**config.mk**
```make
export PLATFORM = sky130hd
export DESIGN_NAME = decode_stage
export DESIGN_NICKNAME = d
export VERILOG_FILES = /design/src/rtl/riscv_pkg.sv /design/src/rtl/imm_gen.sv /design/src/rtl/decode_stage.sv
export SDC_FILE = /design/constraint.sdc
export NUM_CORES = 1
export LEC_CHECK = 0
export CORE_MARGIN = 5
export CORE_UTILIZATION = 30
export CTS_CLUSTER_DIAMETER = 80
export DETAILED_ROUTE_END_ITERATION = 12
export REMOVE_ABC_BUFFERS = 1
export SYNTH_ARGS = -nofsm -noshare
export SYNTH_HDL_FRONTEND = slang
export SYNTH_SLANG_ARGS = --single-unit
```
**constraint.sdc**
```tcl
create_clock -name clk -period 1.8 [get_ports clk]
set_clock_uncertainty 0.1 [all_clocks]
set_input_delay 0.54 -clock clk [delete_from_list [all_inputs] [get_ports clk]]
set_output_delay 0.54 -clock clk [all_outputs]
set_load 0.1 [all_outputs]
```
**src/rtl/riscv_pkg.sv**
```systemverilog
// riscv_pkg: RV32I opcodes, funct3 codes, ALU function codes and the execute packet shared by decode and ALU.
package riscv_pkg;
  localparam logic [3:0] ALU_ADD = 4'd0;
  localparam logic [3:0] ALU_SUB = 4'd1;
  localparam logic [3:0] ALU_SHL = 4'd2;
  localparam logic [3:0] ALU_SHR = 4'd3;
  localparam logic [3:0] ALU_SHA = 4'd4;
  localparam logic [3:0] ALU_OR  = 4'd5;
  localparam logic [3:0] ALU_AND = 4'd6;
  localparam logic [3:0] ALU_XOR = 4'd7;
  localparam logic [3:0] ALU_EQ  = 4'd8;
  localparam logic [3:0] ALU_NE  = 4'd9;
  localparam logic [3:0] ALU_LT  = 4'd10;
  localparam logic [3:0] ALU_GE  = 4'd11;
  localparam logic [3:0] ALU_LTU = 4'd12;
  localparam logic [3:0] ALU_GEU = 4'd13;

  localparam logic [6:0] OPC_OP     = 7'b0110011;
  localparam logic [6:0] OPC_OP_IMM = 7'b0010011;
  localparam logic [6:0] OPC_BRANCH = 7'b1100011;
  localparam logic [6:0] OPC_LUI    = 7'b0110111;
  localparam logic [6:0] OPC_AUIPC  = 7'b0010111;
  localparam logic [6:0] OPC_JAL    = 7'b1101111;
  localparam logic [6:0] OPC_JALR   = 7'b1100111;
  localparam logic [6:0] OPC_LOAD   = 7'b0000011;
  localparam logic [6:0] OPC_STORE  = 7'b0100011;

  localparam logic [2:0] F3_BEQ  = 3'b000;
  localparam logic [2:0] F3_BNE  = 3'b001;
  localparam logic [2:0] F3_BLT  = 3'b100;
  localparam logic [2:0] F3_BGE  = 3'b101;
  localparam logic [2:0] F3_BLTU = 3'b110;
  localparam logic [2:0] F3_BGEU = 3'b111;
  localparam logic [2:0] F3_B    = 3'b000;
  localparam logic [2:0] F3_H    = 3'b001;
  localparam logic [2:0] F3_W    = 3'b010;
  localparam logic [2:0] F3_BU   = 3'b100;
  localparam logic [2:0] F3_HU   = 3'b101;

  typedef struct packed {
    logic [3:0]  func;
    logic [31:0] in1;
    logic [31:0] in2;
    logic [31:0] imm;
    logic [31:0] rs2_data;
    logic [31:0] pc;
    logic [4:0]  rd;
    logic        wb;
    logic        load;
    logic        store;
    logic        branch;
    logic        jal;
    logic        jalr;
    logic [2:0]  funct3;
    logic        illegal;
  } pkt_t;

  // alt selects SUB over ADD and SHA over SHR
  function automatic logic [3:0] alu_op(input logic [2:0] f3, input logic alt);
    case (f3)
      3'b000:  alu_op = alt ? ALU_SUB : ALU_ADD;
      3'b001:  alu_op = ALU_SHL;
      3'b010:  alu_op = ALU_LT;
      3'b011:  alu_op = ALU_LTU;
      3'b100:  alu_op = ALU_XOR;
      3'b101:  alu_op = alt ? ALU_SHA : ALU_SHR;
      3'b110:  alu_op = ALU_OR;
      default: alu_op = ALU_AND;
    endcase
  endfunction
endpackage

```
**src/rtl/imm_gen.sv**
```systemverilog
// imm_gen: sign-extended I/S/B/U/J immediate extraction selected by opcode.
module imm_gen
  import riscv_pkg::*;
(
  input  logic [31:0] instr,
  output logic [31:0] imm
);
  logic [6:0]  opc;
  logic [31:0] i_imm, s_imm, b_imm, u_imm, j_imm;
  always_comb begin
    opc   = instr[6:0];
    i_imm = {{20{instr[31]}}, instr[31:20]};
    s_imm = {{20{instr[31]}}, instr[31:25], instr[11:7]};
    b_imm = {{19{instr[31]}}, instr[31], instr[7], instr[30:25], instr[11:8], 1'b0};
    u_imm = {instr[31:12], 12'b0};
    j_imm = {{11{instr[31]}}, instr[31], instr[19:12], instr[20], instr[30:21], 1'b0};
    imm   = (opc == OPC_OP_IMM || opc == OPC_LOAD || opc == OPC_JALR) ? i_imm :
            (opc == OPC_STORE)                   ? s_imm :
            (opc == OPC_BRANCH)                  ? b_imm :
            (opc == OPC_LUI || opc == OPC_AUIPC) ? u_imm :
            (opc == OPC_JAL)                     ? j_imm : 32'd0;
  end
endmodule

```
**src/rtl/decode_stage.sv**
```systemverilog
// decode_stage: RV32I decode with register-file read and a single registered execute packet
// behind a valid/ready handshake.
module decode_stage
  import riscv_pkg::*;
(
  input  logic        clk,
  input  logic        reset_n,
  input  logic        in_valid,
  output logic        in_ready,
  input  logic [31:0] in_instr,
  input  logic [31:0] in_pc,
  output logic [4:0]  rs1_addr,
  output logic [4:0]  rs2_addr,
  input  logic [31:0] rs1_data,
  input  logic [31:0] rs2_data,
  input  logic        hazard,
  input  logic        flush,
  output logic        out_valid,
  input  logic        out_ready,
  output logic [3:0]  out_func,
  output logic [31:0] out_in1,
  output logic [31:0] out_in2,
  output logic [31:0] out_imm,
  output logic [31:0] out_rs2_data,
  output logic [31:0] out_pc,
  output logic [4:0]  out_rd,
  output logic        out_wb,
  output logic        out_load,
  output logic        out_store,
  output logic        out_branch,
  output logic        out_jal,
  output logic        out_jalr,
  output logic [2:0]  out_funct3,
  output logic        out_illegal
);
  logic [6:0]  opc, f7;
  logic [2:0]  f3;
  logic [31:0] imm;
  logic        accept, valid_d, valid_q;
  pkt_t        dec, pkt_d, pkt_q;

  imm_gen u_imm_gen (.instr(in_instr), .imm(imm));

  assign opc      = in_instr[6:0];
  assign f3       = in_instr[14:12];
  assign f7       = in_instr[31:25];
  assign rs1_addr = in_instr[19:15];
  assign rs2_addr = in_instr[24:20];
  assign in_ready = !hazard && (!valid_q || out_ready);
  assign accept   = in_valid && in_ready && !flush;

  always_comb begin
    dec          = '0;
    dec.func     = ALU_ADD;
    dec.imm      = imm;
    dec.rs2_data = rs2_data;
    dec.pc       = in_pc;
    dec.rd       = in_instr[11:7];
    dec.funct3   = f3;
    case (opc)
      OPC_OP: begin
        dec.illegal = !(f7 == 7'h00 || (f7 == 7'h20 && (f3 == 3'b000 || f3 == 3'b101)));
        dec.func    = alu_op(f3, f7[5]);
        dec.in1     = rs1_data;
        dec.in2     = rs2_data;
        dec.wb      = 1'b1;
      end
      OPC_OP_IMM: begin
        // shifts take the 5-bit shamt, not the full I-immediate that also holds funct7
        dec.illegal = (f3 == 3'b001 && f7 != 7'h00) ||
                      (f3 == 3'b101 && f7 != 7'h00 && f7 != 7'h20);
        dec.func    = alu_op(f3, f3 == 3'b101 && f7[5]);
        dec.in1     = rs1_data;
        dec.in2     = (f3 == 3'b001 || f3 == 3'b101) ? {27'd0, in_instr[24:20]} : imm;
        dec.wb      = 1'b1;
      end
      OPC_BRANCH: begin
        dec.func    = (f3 == F3_BEQ)  ? ALU_EQ  : (f3 == F3_BNE)  ? ALU_NE  :
                      (f3 == F3_BLT)  ? ALU_LT  : (f3 == F3_BGE)  ? ALU_GE  :
                      (f3 == F3_BLTU) ? ALU_LTU : ALU_GEU;
        dec.illegal = (f3 == 3'b010 || f3 == 3'b011);
        dec.in1     = rs1_data;
        dec.in2     = rs2_data;
        dec.branch  = 1'b1;
      end
      OPC_LUI:   begin dec.in2 = imm; dec.wb = 1'b1; end
      OPC_AUIPC: begin dec.in1 = in_pc; dec.in2 = imm; dec.wb = 1'b1; end
      OPC_JAL:   begin dec.in1 = in_pc; dec.in2 = 32'd4; dec.wb = 1'b1; dec.jal = 1'b1; end
      OPC_JALR:  begin dec.in1 = in_pc; dec.in2 = 32'd4; dec.wb = 1'b1; dec.jalr = 1'b1; end
      OPC_LOAD:  begin dec.in1 = rs1_data; dec.in2 = imm; dec.wb = 1'b1; dec.load = 1'b1; end
      OPC_STORE: begin dec.in1 = rs1_data; dec.in2 = imm; dec.store = 1'b1; end
      default:   dec.illegal = 1'b1;
    endcase
    if (dec.illegal) begin
      dec.func   = ALU_ADD;
      dec.in1    = '0;
      dec.in2    = '0;
      dec.wb     = 1'b0;
      dec.load   = 1'b0;
      dec.store  = 1'b0;
      dec.branch = 1'b0;
      dec.jal    = 1'b0;
      dec.jalr   = 1'b0;
    end
    dec.wb = dec.wb && (dec.rd != 5'd0);
  end

  always_comb begin
    valid_d = flush ? 1'b0 : accept ? 1'b1 : out_ready ? 1'b0 : valid_q;
    pkt_d   = accept ? dec : pkt_q;
  end

  always_ff @(posedge clk or negedge reset_n) begin
    if (!reset_n) begin
      valid_q <= 1'b0;
      pkt_q   <= '0;
    end else begin
      valid_q <= valid_d;
      pkt_q   <= pkt_d;
    end
  end

  assign out_valid    = valid_q;
  assign out_func     = pkt_q.func;
  assign out_in1      = pkt_q.in1;
  assign out_in2      = pkt_q.in2;
  assign out_imm      = pkt_q.imm;
  assign out_rs2_data = pkt_q.rs2_data;
  assign out_pc       = pkt_q.pc;
  assign out_rd       = pkt_q.rd;
  assign out_wb       = pkt_q.wb;
  assign out_load     = pkt_q.load;
  assign out_store    = pkt_q.store;
  assign out_branch   = pkt_q.branch;
  assign out_jal      = pkt_q.jal;
  assign out_jalr     = pkt_q.jalr;
  assign out_funct3   = pkt_q.funct3;
  assign out_illegal  = pkt_q.illegal;
endmodule

```
==> metrics.cfg <==
[global_route]
antenna_found_initial = 3
grt_overflow = 0
grt_pass1_wl_um = 50000
track_usage = 0.210
grt_max_degree = 49
grt_pass1_vias = 8427

[synth]
synthFlopType = dfrtp_1
netlist_area_sq_mm = 0.00817
yosys.area_share.adder = 0
synth_top_family_by_area = simple AND/OR/NAND/NOR gates
synth_top_cell_by_area = dfrtp_1
synthSimpleGateAreaFrac = 0.205
ys_seq_area_frac = 0.551
synth_edf_count = 0
synth_area_leaders = dfrtp_1 55%, nand2_1 15%, a22oi_1 4.6%
synthesis.instances = 878
synth_top_cell_area_share = 0.551
avgSynthCellArea_sq_um = 9.31
ys_warn_count = 0
post_synth_num_cell_types = 53
synthMuxAreaShare = 0.0165
synthXorXnorAreaFrac = 0
ys_ff_latch = 180
synth-async-reset-ratio = 1.00
synth_compound_area_frac = 0.180

[placed_design]
place_ws_ns = -0.943
routabilityCongestion = 0.901
numPlacedInstances = 1587
port_buffers = 324
place_hpwl_um = 24100
placedInstanceArea_sq_mm = 0.0146

[cells_and_area]
fill_cells = 2183
area_delta_synth_final_pct = 99.1
final_area_sq_mm = 0.0163
final_core_utilization = 0.605
final_cell_mix = 289 x nand2_1, 216 x buf_12, 180 x dfrtp_1, 107 x clkdlybuf4s50_1, 103 x buf_4
mostFrequentLayoutCell = nand2_1
instances_no_fill = 1663
nNetsFinal = 1441
final_layout_size_suffix_gt1_frac = 0.392

[clock_tree]
cts_tree = built
clock_sinks = 180
cts_buffers = 17
clk_pin_slew_ns = 0.07
worstSkewPairLatency_ns = 0.43
cts-htree-levels = 4
root_buffer = clkbuf_16
max-clock-path-buffers = 2

[sta]
fin_hold_ws_ns = 0.424
setup_tns_ns = -31.75
min_period_ns = 2.07
slew_violations = 0
layout_setup_ws_ns = -0.266
timing.final.crit_share = 1.15
relSlewSlack = 0.705
worstMarginPinSlew_ns = 0.443
setup_viol = 182
hold_violations = 0
fmax_ghz = 0.484
rsz0062_at_grt = yes

[drt]
vias = 8363
drtAntennaViolNets = 0
vias_per_cell = 5.03
drc = 0
drtIter0Drc = 479
drt-wirelength-per-cell_um = 21.3
dr.pass1.iters = 5
wl_um = 35400

[floorplanning]
fp.dieW_um = 175
die_h_um = 175
die_area_sq_mm = 0.0306
fp.coreArea_sq_mm = 0.0269
io_pins = 325
start_util = 0.304
placementRows = 60

[power_and_ir_drop]
internal-power_mw = 8.60
power_frac_seq = 0.337
total_leakage_power_nw = 7.26
ir_drop_mv = 0.470
p_switching_mw = 5.43
powerDensity_mw_per_mm2 = 863
switching_share = 0.387
pwr-share-comb = 0.377
pwr-share-clk = 0.287
power.total_mw = 14.0

[critical_path]
cp.required_ns = 2.05
startpoint_type = register
worstSetupPathType = register to register
cp_slowest_cell = or4b_4
critical_path.max_stage_delay_ns = 0.58
cp.arrival_ns = 2.31
crit_path_end_kind = register
path_max_fanout = 8
reg2reg_slack_ns = -0.27
cp_cell_sequence = nor2b_4 -> or4b_4 -> a21oi_4 -> nand3_4 -> buf_12 -> buf_16 -> a22oi_2

[flow_run]
cap_violations = 0

[worst_hold_path]
hold_path.class = register to register

[outcome]
violations = setup timing
status = complete, but fails checks

==> cell type report <==
| cell class | count | area [sq um] | area share |
|---|---|---|---|
| Sequential cell | 180 | 4500 | 0.277 |
| Multi-Input combinational cell | 619 | 3650 | 0.224 |
| Clock buffer | 20 | 457 | 0.0281 |
| Inverter | 4 | 15.0 | 0.000923 |
| Antenna cell | 2 | 5.00 | 0.000308 |
| Timing Repair Buffer | 485 | 7050 | 0.433 |
| Tap cell | 341 | 427 | 0.0262 |
| Clock inverter | 12 | 164 | 0.0101 |
==> power by group through the flow <==
stage | Combinational, mW | Sequential [mW] | Clock, mW
floorplan | 0.448 | 6.90 | 0
global placement | 5.11 | 4.77 | 0
detailed placement | 5.14 | 4.78 | 0
CTS | 5.17 | 4.71 | 4.11
global route | 5.46 | 4.76 | 4.27
finish | 5.29 | 4.72 | 4.02
==> final timing paths <==
check / start / end / depth (start not counted)
max in group asynchronous: reset_n / out_in2[26] / 3
hold reg to reg: out_imm[7] / out_imm[7] / 2
min in group asynchronous: reset_n / out_pc[26] / 2
setup reg to reg: out_valid / out_in2[3] / 7
setup / recovery: out_valid / out_in2[3] / 7
hold / removal: out_imm[7] / out_imm[7] / 2
==> cells by family (layout without fill, tap and decap cells) <==
logic type	Yosys count	in the layout
AND/OR/NAND/NOR	398	398
AO/OA/AOI/OAI	209	209
flip-flops	180	180
buffers and inverters	79	521
multiplexers	12	12
other	0	2
==> metal layers <==
| metal | part of all wire | vias to the layer above | global-route usage |
|---|---|---|---|
| li1 | - | 3875 | - |
| met2 | 0.48 | 340 | 0.340 |
| met1 | 0.41 | 4104 | 0.264 |
| met5 | 0.00056 | - | 0 |
| met4 | 0.019 | 2 | 0.0592 |
| met3 | 0.089 | 42 | 0.0785 |
==> flip-flops by register name (all words and copies together), names as in the netlist, 3 cells and up <==
register / cells
out_func: 4
out_funct3: 3
out_imm: 32
out_in1: 32
out_in2: 32
out_pc: 32
out_rd: 5
out_rs2_data: 32
==> synthesized netlist by cell type (all sizes together), types with 5 or more instances <==
master    n
a221oi    8
nand2   319
mux2     12
a21oi    23
buf      25
o21ai    95
clkbuf   50
a22oi    53
dfrtp   180
nor2b     9
nand2b    9
nor2     16
nand3    20
a32oi     7
a22o      5
==> repair_timing <==
| action | CTS | global route |
|---|---|---|
| hold buffers | 1 | 0 |
| resized for setup | 110 | 91 |
| buffers inserted | 12 | 9 |
| gates cloned | 6 | 17 |
| pin swaps | 36 | 20 |
| setup endpoints to repair | 192 | 182 |
| hold endpoints to repair | 20 | 0 |
==> worst max-delay path, delay by kind of cell (launching register included) <==
family,cells,cell delay [ns]
compound gates,2,0.32
buf+inv,2,0.32
flops,1,0.39
simple gates,3,0.84
(Power assumes the default switching activity.)
